==> config.mk <==
export PLATFORM = sky130hd
export DESIGN_NAME = layer_seq_gen
export DESIGN_NICKNAME = d
export VERILOG_FILES = /design/src/rtl/layer_seq_gen.sv
export SDC_FILE = /design/constraint.sdc
export NUM_CORES = 1
export LEC_CHECK = 0
export CELL_PAD_IN_SITES_DETAIL_PLACEMENT = 2
export CELL_PAD_IN_SITES_GLOBAL_PLACEMENT = 2
export CORE_ASPECT_RATIO = 1.4
export CORE_MARGIN = 2
export CORE_UTILIZATION = 23
export CTS_CLUSTER_DIAMETER = 50
export DETAILED_ROUTE_END_ITERATION = 8
export PLACE_DENSITY = 0.78
export SETUP_SLACK_MARGIN = 0.4
export SYNTH_ARGS = -nofsm -noshare
export SYNTH_HDL_FRONTEND = slang
export SYNTH_SLANG_ARGS = --single-unit
==> constraint.sdc <==
create_clock -name sclk -period 3.87 [get_ports sclk]
set_clock_uncertainty 0.1 [all_clocks]
set_input_delay 0.387 -clock sclk [delete_from_list [all_inputs] [get_ports sclk]]
set_output_delay 0.387 -clock sclk [all_outputs]
set_load 0.02 [all_outputs]
==> src/rtl/layer_seq_gen.sv <==
// Layer-test sequencer: bias -> leakyrelu -> weight -> (feature -> conv -> dma_rx) x TILE_NUM.
// Define SEQ_WATCHDOG_EN to add a 24-bit stall watchdog with a sticky timeout output.
module layer_seq_gen #(
    parameter int          DATA_W         = 64,
    parameter int          TILE_NUM       = 60,
    parameter int          BIAS_LEN       = 8,
    parameter int          LRELU_LEN      = 32,
    parameter int          WEIGHT_LEN     = 1152,
    parameter int          FEAT_LEN       = 4096,
    parameter int          ADDR_W         = 24,
    parameter logic [31:0] CFG_REG1       = 32'h4B5A0101,
    parameter logic [31:0] CFG_REG2       = 32'h09004100,
    parameter logic [31:0] FEAT_CMD_FIRST = 32'h00101181,
    parameter logic [31:0] FEAT_CMD_MID   = 32'h00101381,
    parameter logic [31:0] FEAT_CMD_LAST  = 32'h00041581
) (
    input  logic                  sclk,
    input  logic                  s_rst_n,
    input  logic                  start,
    output logic                  busy,
    output logic                  done,
    output logic                  err_early,
    output logic [DATA_W-1:0]     m_axis_mm2s_tdata,
    output logic [DATA_W/8-1:0]   m_axis_mm2s_tkeep,
    output logic                  m_axis_mm2s_tvalid,
    input  logic                  m_axis_mm2s_tready,
    output logic                  m_axis_mm2s_tlast,
    output logic [1:0]            src_sel,
    output logic [ADDR_W-1:0]     src_addr,
    input  logic [DATA_W-1:0]     src_data,
    output logic [31:0]           slave_lite_reg0,
    output logic [31:0]           slave_lite_reg1,
    output logic [31:0]           slave_lite_reg2,
    output logic [31:0]           slave_lite_reg3,
`ifdef SEQ_WATCHDOG_EN
    output logic                  timeout,
`endif
    input  logic                  task_finish
);

    typedef enum logic [7:0] {
        S_IDLE   = 8'h01,
        S_BIAS   = 8'h02,
        S_LRELU  = 8'h04,
        S_WEIGHT = 8'h08,
        S_FEAT   = 8'h10,
        S_CONV   = 8'h20,
        S_RX     = 8'h40,
        S_DONE   = 8'h80
    } state_t;

    state_t      state_q, state_d;
    logic [31:0] beat_cnt_q, beat_cnt_d;
    logic [15:0] tile_cnt_q, tile_cnt_d;
    logic [31:0] reg0_q, reg0_d, reg1_q, reg1_d, reg2_q, reg2_d;
    logic        err_q, err_d;
    logic        tvalid_q, tvalid_d;
    logic [31:0] phase_len;
    logic        is_tx;
    logic        fire;
    logic [63:0] feat_addr;
`ifdef SEQ_WATCHDOG_EN
    logic [23:0] wd_q, wd_d;
    logic        timeout_q, timeout_d;
`endif

    always_comb begin
        phase_len = 32'd0;
        is_tx     = 1'b1;
        src_sel   = 2'd0;
        case (state_q)
            S_BIAS:   begin phase_len = 32'(BIAS_LEN);   src_sel = 2'd0; end
            S_LRELU:  begin phase_len = 32'(LRELU_LEN);  src_sel = 2'd1; end
            S_WEIGHT: begin phase_len = 32'(WEIGHT_LEN); src_sel = 2'd2; end
            S_FEAT:   begin phase_len = 32'(FEAT_LEN);   src_sel = 2'd3; end
            default:  is_tx = 1'b0;
        endcase
    end

    // Feature tiles live back to back in the source address space.
    assign feat_addr = 64'(tile_cnt_q) * 64'(FEAT_LEN) + 64'(beat_cnt_q);

    always_comb begin
        src_addr = '0;
        if (state_q == S_FEAT) begin
            src_addr = feat_addr[ADDR_W-1:0];
        end else if (is_tx) begin
            src_addr = beat_cnt_q[ADDR_W-1:0];
        end
    end

    assign fire = tvalid_q & m_axis_mm2s_tready;

    always_comb begin
        state_d    = state_q;
        beat_cnt_d = fire ? beat_cnt_q + 32'd1 : beat_cnt_q;
        tile_cnt_d = tile_cnt_q;
        reg0_d     = {reg0_q[31:4], 4'h0};
        reg1_d     = reg1_q;
        reg2_d     = reg2_q;
        err_d      = err_q;
        tvalid_d   = 1'b0;
        case (state_q)
            S_IDLE: if (start) begin
                state_d = S_BIAS;
                reg0_d  = 32'h21;
                reg1_d  = CFG_REG1;
                reg2_d  = CFG_REG2;
            end
            S_BIAS:   if (task_finish) begin state_d = S_LRELU;  reg0_d = 32'h31; end
            S_LRELU:  if (task_finish) begin state_d = S_WEIGHT; reg0_d = 32'h11; end
            S_WEIGHT: if (task_finish) begin state_d = S_FEAT;   reg0_d = FEAT_CMD_FIRST; end
            S_FEAT:   if (task_finish) begin state_d = S_CONV;   reg0_d = {reg0_q[31:4], 4'h4}; end
            S_CONV:   if (task_finish) begin state_d = S_RX;     reg0_d = {reg0_q[31:4], 4'h2}; end
            S_RX: if (task_finish) begin
                if (tile_cnt_q == 16'(TILE_NUM - 1)) begin
                    state_d    = S_DONE;
                    tile_cnt_d = '0;
                    reg0_d     = '0;
                end else begin
                    state_d    = S_FEAT;
                    tile_cnt_d = tile_cnt_q + 16'd1;
                    reg0_d     = (tile_cnt_q + 16'd1 == 16'(TILE_NUM - 1)) ? FEAT_CMD_LAST
                                                                           : FEAT_CMD_MID;
                end
            end
            S_DONE: begin
                state_d = S_IDLE;
                reg0_d  = '0;
                reg1_d  = '0;
                reg2_d  = '0;
            end
            default: state_d = S_IDLE;
        endcase
        if (is_tx && task_finish && (beat_cnt_d < phase_len)) begin
            err_d = 1'b1;
        end
`ifdef SEQ_WATCHDOG_EN
        timeout_d = timeout_q;
        wd_d      = '0;
        if (state_q != S_IDLE && state_q != S_DONE) begin
            if (wd_q == 24'hFFFFFF) begin
                timeout_d  = 1'b1;
                state_d    = S_DONE;
                tile_cnt_d = '0;
                reg0_d     = '0;
            end else if (!task_finish) begin
                wd_d = wd_q + 24'd1;
            end
        end
        if (state_d != state_q) begin
            wd_d = '0;
        end
`endif
        if (state_d != state_q) begin
            beat_cnt_d = '0;
        end
        // Valid is registered, so a phase's first beat is offered one cycle after entry.
        tvalid_d = is_tx && (state_d == state_q) && (beat_cnt_d < phase_len);
    end

    always_ff @(posedge sclk or negedge s_rst_n) begin
        if (!s_rst_n) begin
            state_q    <= S_IDLE;
            beat_cnt_q <= '0;
            tile_cnt_q <= '0;
            reg0_q     <= '0;
            reg1_q     <= '0;
            reg2_q     <= '0;
            err_q      <= 1'b0;
            tvalid_q   <= 1'b0;
        end else begin
            state_q    <= state_d;
            beat_cnt_q <= beat_cnt_d;
            tile_cnt_q <= tile_cnt_d;
            reg0_q     <= reg0_d;
            reg1_q     <= reg1_d;
            reg2_q     <= reg2_d;
            err_q      <= err_d;
            tvalid_q   <= tvalid_d;
        end
    end

`ifdef SEQ_WATCHDOG_EN
    always_ff @(posedge sclk or negedge s_rst_n) begin
        if (!s_rst_n) begin
            wd_q      <= '0;
            timeout_q <= 1'b0;
        end else begin
            wd_q      <= wd_d;
            timeout_q <= timeout_d;
        end
    end

    assign timeout = timeout_q;
`endif

    assign busy               = (state_q != S_IDLE);
    assign done               = (state_q == S_DONE);
    assign err_early          = err_q;
    assign m_axis_mm2s_tvalid = tvalid_q;
    assign m_axis_mm2s_tlast  = tvalid_q && (beat_cnt_q == phase_len - 32'd1);
    assign m_axis_mm2s_tdata  = tvalid_q ? src_data : '0;
    assign m_axis_mm2s_tkeep  = '1;
    assign slave_lite_reg0    = reg0_q;
    assign slave_lite_reg1    = reg1_q;
    assign slave_lite_reg2    = reg2_q;
    assign slave_lite_reg3    = {16'h0, tile_cnt_q};

endmodule

==> results.md <==
- The flow ran to the end, but the final reports show violations.
- The final reports fail on setup timing.
- The routability congestion estimate is 0.834.
- The total overflow left after global routing is 0.
- The internal power consumption is 1.73 mW.
- The part of the Yosys area used for sequential elements is 0.253.
- The part of the cycle the worst path needs is 1.05.
- The layout has about 3400 filler cells.
- The final setup violation count is 1.
- The least setup slack across all paths after layout is -0.193 ns.
- In this run, distinct cell masters in the synthesized netlist total 75.
- Of the total power, registers draw 0.294.
- The tree is rooted in a clkbuf_16.
- The worst setup path is launched from a flip-flop.
- The final antenna-violating net count is 0.
- The detailed router placed slightly below 7000 vias in this run.
- Measured on the finished design, the core utilization comes to 0.326.
- The clock tree from TritonCTS is done.
- The peak supply drop is a little under 0.2 mV.
- The first global-routing pass estimated between 40 and 50 mm of wire.
- The number of max-slew violations in the final report is 0.
- In this run the critical register-to-register path is captured at m_axis_mm2s_tvalid.
- The area taken by flip-flops and latches is about 1700 sq um.
- The iteration count of the initial detailed-routing pass is 4.
- The max-cap violation count is 0.
- The count of buffers inserted at the top-level ports is 205.
- The longest clock path from root to sink contains 2 buffers.
- The start-to-end type of the worst setup path is flip-flop to primary output.
- The largest net degree at the start of global routing is 48.
- Of the cells placed in the final design, the portion with a size suffix greater than 1 is 0.129.
- Of the total power, the share spent switching nets is 0.372.
- After layout, the minimum clock period comes to between 4 and 5 ns.
- The launching instance or port of the critical path is state_q[7].
- The remaining max-slew budget at the tightest pin is 0.441.
- Counting the buffers created by CTS gives 9.
- The worst path arrival time is 3.58 ns.
- The leakage power is 3.89 nW.
- The kind of capture point of the worst setup path is a primary output.
- The synthesis warning total is 0.
- The share of total power dissipated in combinational logic is 0.398.
- The combined global-route utilization of all metal layers is 0.173.
- Of all flip-flops after synthesis, the portion carrying an async set or reset was 1.00.
- The synthesized area per cell is approximately 8.1 sq um.
- For this run, design rule violations remaining after detail routing come to 0.
- The reg-to-reg critical path startpoint is state_q[7].
- The starting DRC count in detailed routing is 203.
- The via count of the first global-routing pass came to 7384.
- Clock latency on the worst-skew pair, taken at its later pin, is about 0.35 ns.
- The most instantiated flip-flop cell in the synthesis netlist is dfrtp_1.
- The maximum fanout encountered on the critical timing path is 2.
- The area growth from synthesis to layout is 40.4%.
- The multi-input combinational cells in the finished layout cover a total of between 4000 and 5000 sq um.
- After detailed routing, the number of vias per cell comes to 4.79.
- For this design, the CTS-stage hold fixing added 0 buffers.
- 0 antenna diodes ended up in the layout.
- The worst hold-check path type is input port to asynchronous set/reset pin.
- The initial antenna violation count is 1.
- The end point of the critical path is m_axis_mm2s_tlast.
- Setup repair after global routing could not meet its margin everywhere.
- The transition time at the pin with the least slew margin is between 0.8 and 0.9 ns.
- The net count of the finished layout is ~1100.
- The required arrival time at the worst endpoint is roughly 3.4 ns.
- The effective utilization at floorplan is 0.232.
- Row generation in the floorplan step produced 74 rows.
- The die covers around 31000 sq um.
- The final HPWL from detailed placement is about 21 mm.
- The width of the die is around 150 microns.
- The count of mapped cells out of synthesis is 833.
- The part of the total power dissipated in the clock network is 0.308.
- Before CTS, the worst setup slack after placement is 0.132 ns.
- Pin placement for this block handled 300 I/O pins.
- The ratio of total power to cell area is around 290 nW/um^2.
- Summed over all layers, the routed wires come to 27.8 mm.
- After clock tree synthesis, the clock-pin slew on the worst setup and hold paths is 0.06 ns.
- For this design the total switching power over the nets is roughly 1.0 mW.
- The maximum level of the CTS H-tree is 3.
- The cell area that synthesis handed to floorplanning was 6730 sq um.
- The upper clock frequency limit is between 200 and 250 MHz.
- The number of cells on the worst reg-to-reg path is 13.
- The total count of hold-check failures in the final report came to 0.
- The worst-case register-to-register setup slack is about 0.36 ns.
- The synthesized design contains 0 enable-type register cells.
- The post-synthesis sequential element count is 68.
- From bottom edge to top edge, the die measures about 210 microns.
- The area inside the core boundary is slightly below 30000 sq um.
- After detailed routing, the average wire length per cell comes to between 15 and 20 microns.
- Clock tree synthesis found a total of 68 sinks.
cell families (layout without fill, tap and decap cells):
logic type      count (synthesis)  in the layout  synth area share
xor+xnor                       56             56            0.0729
compound gates                125            125             0.126
fa+ha+maj                      27             27            0.0513
other cells                     2             94           0.00112
simple gates                  364            364             0.309
flops                          68             68             0.253
mux                             8              8            0.0123
buf+inv                       183            303             0.174
per-layer routing:
layer,track usage,vias up,part of all wire
met5,0,-,0.00047
met3,0.0241,51,0.039
met2,0.324,264,0.55
li1,-,3098,-
met4,0.0847,2,0.032
met1,0.190,3412,0.38
placed cells by master, fill, tap and decap left out, types with 3 or more instances in the layout:
cell type,count
dfrtp_2,5
nand3b_1,5
clkdlybuf4s50_1,197
mux2i_1,6
nand2b_1,7
or2_2,4
o2111ai_1,4
clkbuf_1,4
nor2_1,58
ha_1,20
a21oi_1,24
a21o_1,8
ha_4,5
nand2_1,56
or4_4,4
nor4_1,16
and2_1,86
nor2b_1,5
a31oi_1,6
dfrtp_1,62
o31ai_1,10
xor2_1,25
inv_1,23
o22ai_1,8
buf_4,56
xnor2_1,29
clkbuf_16,9
nand4_1,16
nor4_2,3
o21ai_0,25
or3_1,5
a311oi_1,3
conb_1,94
and3_1,5
or4_1,6
o21a_1,3
nor3_1,28
nand3_1,32
nor4_4,4
a21boi_0,3
cell type report:
| cell class | count | share of cell area |
|---|---|---|
| Clock inverter | 2 | 0.00371 |
| Multi-Input combinational cell | 674 | 0.466 |
| Clock buffer | 14 | 0.0269 |
| Sequential cell | 68 | 0.181 |
| Inverter | 26 | 0.0106 |
| Timing Repair Buffer | 261 | 0.261 |
| Tap cell | 380 | 0.0503 |
cell usage after synthesis (3+ instances only):
master,n,area share
or3_1,5,0.0046
a21o_1,8,0.0089
nand3b_1,5,0.0056
a311oi_1,3,0.0039
and2_1,88,0.082
o31ai_1,10,0.011
nand4_1,16,0.015
nand3_1,32,0.024
and4b_1,4,0.0060
nor4_4,3,0.0095
a21boi_0,3,0.0033
a21oi_1,26,0.019
buf_2,8,0.0060
o21ai_0,27,0.020
buf_4,114,0.13
nor2b_1,6,0.0056
nor4_2,3,0.0056
or2_2,4,0.0037
o2111ai_1,4,0.0052
buf_6,6,0.010
nor4_1,17,0.016
nor2_1,58,0.032
xnor2_1,30,0.039
nand2b_1,7,0.0065
nor3_1,29,0.022
ha_1,26,0.048
o21a_1,3,0.0033
a31oi_1,7,0.0065
mux2i_1,6,0.0089
or4_4,4,0.0067
xor2_1,26,0.034
or4_1,6,0.0067
nand2_1,57,0.032
and3_1,5,0.0046
clkbuf_1,27,0.015
o22ai_1,8,0.0074
dfrtp_1,67,0.25
inv_1,25,0.014
worst min path at each step:
stage                        from            endpoint  slack (ns)  cells past startpoint
2_1_floorplan             s_rst_n       beat_cnt_q[0]      -0.009                      0
3_3_place_gp   slave_lite_reg0[5]  slave_lite_reg0[5]        0.35                      2
3_5_place_dp   slave_lite_reg0[5]  slave_lite_reg0[5]        0.36                      2
4_1_cts                   s_rst_n  m_axis_mm2s_tvalid        0.07                      1
5_1_grt                   s_rst_n  m_axis_mm2s_tvalid        0.09                      1
6_report                  s_rst_n       tile_cnt_q[6]        0.04                      1
state kept, by name, indices dropped and copies added (netlist names):
name	flops
beat_cnt_q	32
m_axis_mm2s_tvalid	1
state_q	8
err_early	1
tile_cnt_q	16
slave_lite_reg0	9
slave_lite_reg1	1
stage by stage:
step                hold slack (ns)  setup TNS [ns]  area (sq um)  std cells  power (mW)
finish                       0.0415          -0.193          9450       1425        2.75
global route                 0.0891          -0.333          9450       1425        2.88
CTS                          0.0699         -0.0976          9300       1419        2.68
detailed placement            0.360               0          8910       1397        1.78
global placement              0.353               0          8910       1397        1.75
floorplan                  -0.00859               0          7140        925        1.45
power by group through the flow:
stage / clock, mW / combinational, mW / sequential [mW]
finish: 0.847 / 1.10 / 0.807
global route: 0.891 / 1.18 / 0.814
CTS: 0.869 / 1.01 / 0.804
detailed placement: 0 / 0.958 / 0.818
global placement: 0 / 0.937 / 0.816
floorplan: 0 / 0.640 / 0.813
worst max-delay path, cell delays in order (launching register included):
cell	delay, ns
dfrtp_1	0.40
or4_4	0.56
buf_6	0.14
a2111oi_4	0.36
inv_2	0.09
ha_4	0.29
xor2_2	0.16
nand4_1	0.12
nor3_1	0.16
o21ai_1	0.11
a21oi_2	0.14
o21ai_2	0.09
a2111oi_4	0.38
buf_4	0.22
timing repair:
action                                  4_1_cts  5_1_grt
pin swaps                                     8       14
endpoints found under the setup margin       18       20
buffers inserted                              6        6
gates cloned                                  0        0
hold endpoints to repair                      0        0
gates resized for setup                      21       30
Note: power is estimated with default switching activity, not from simulation.
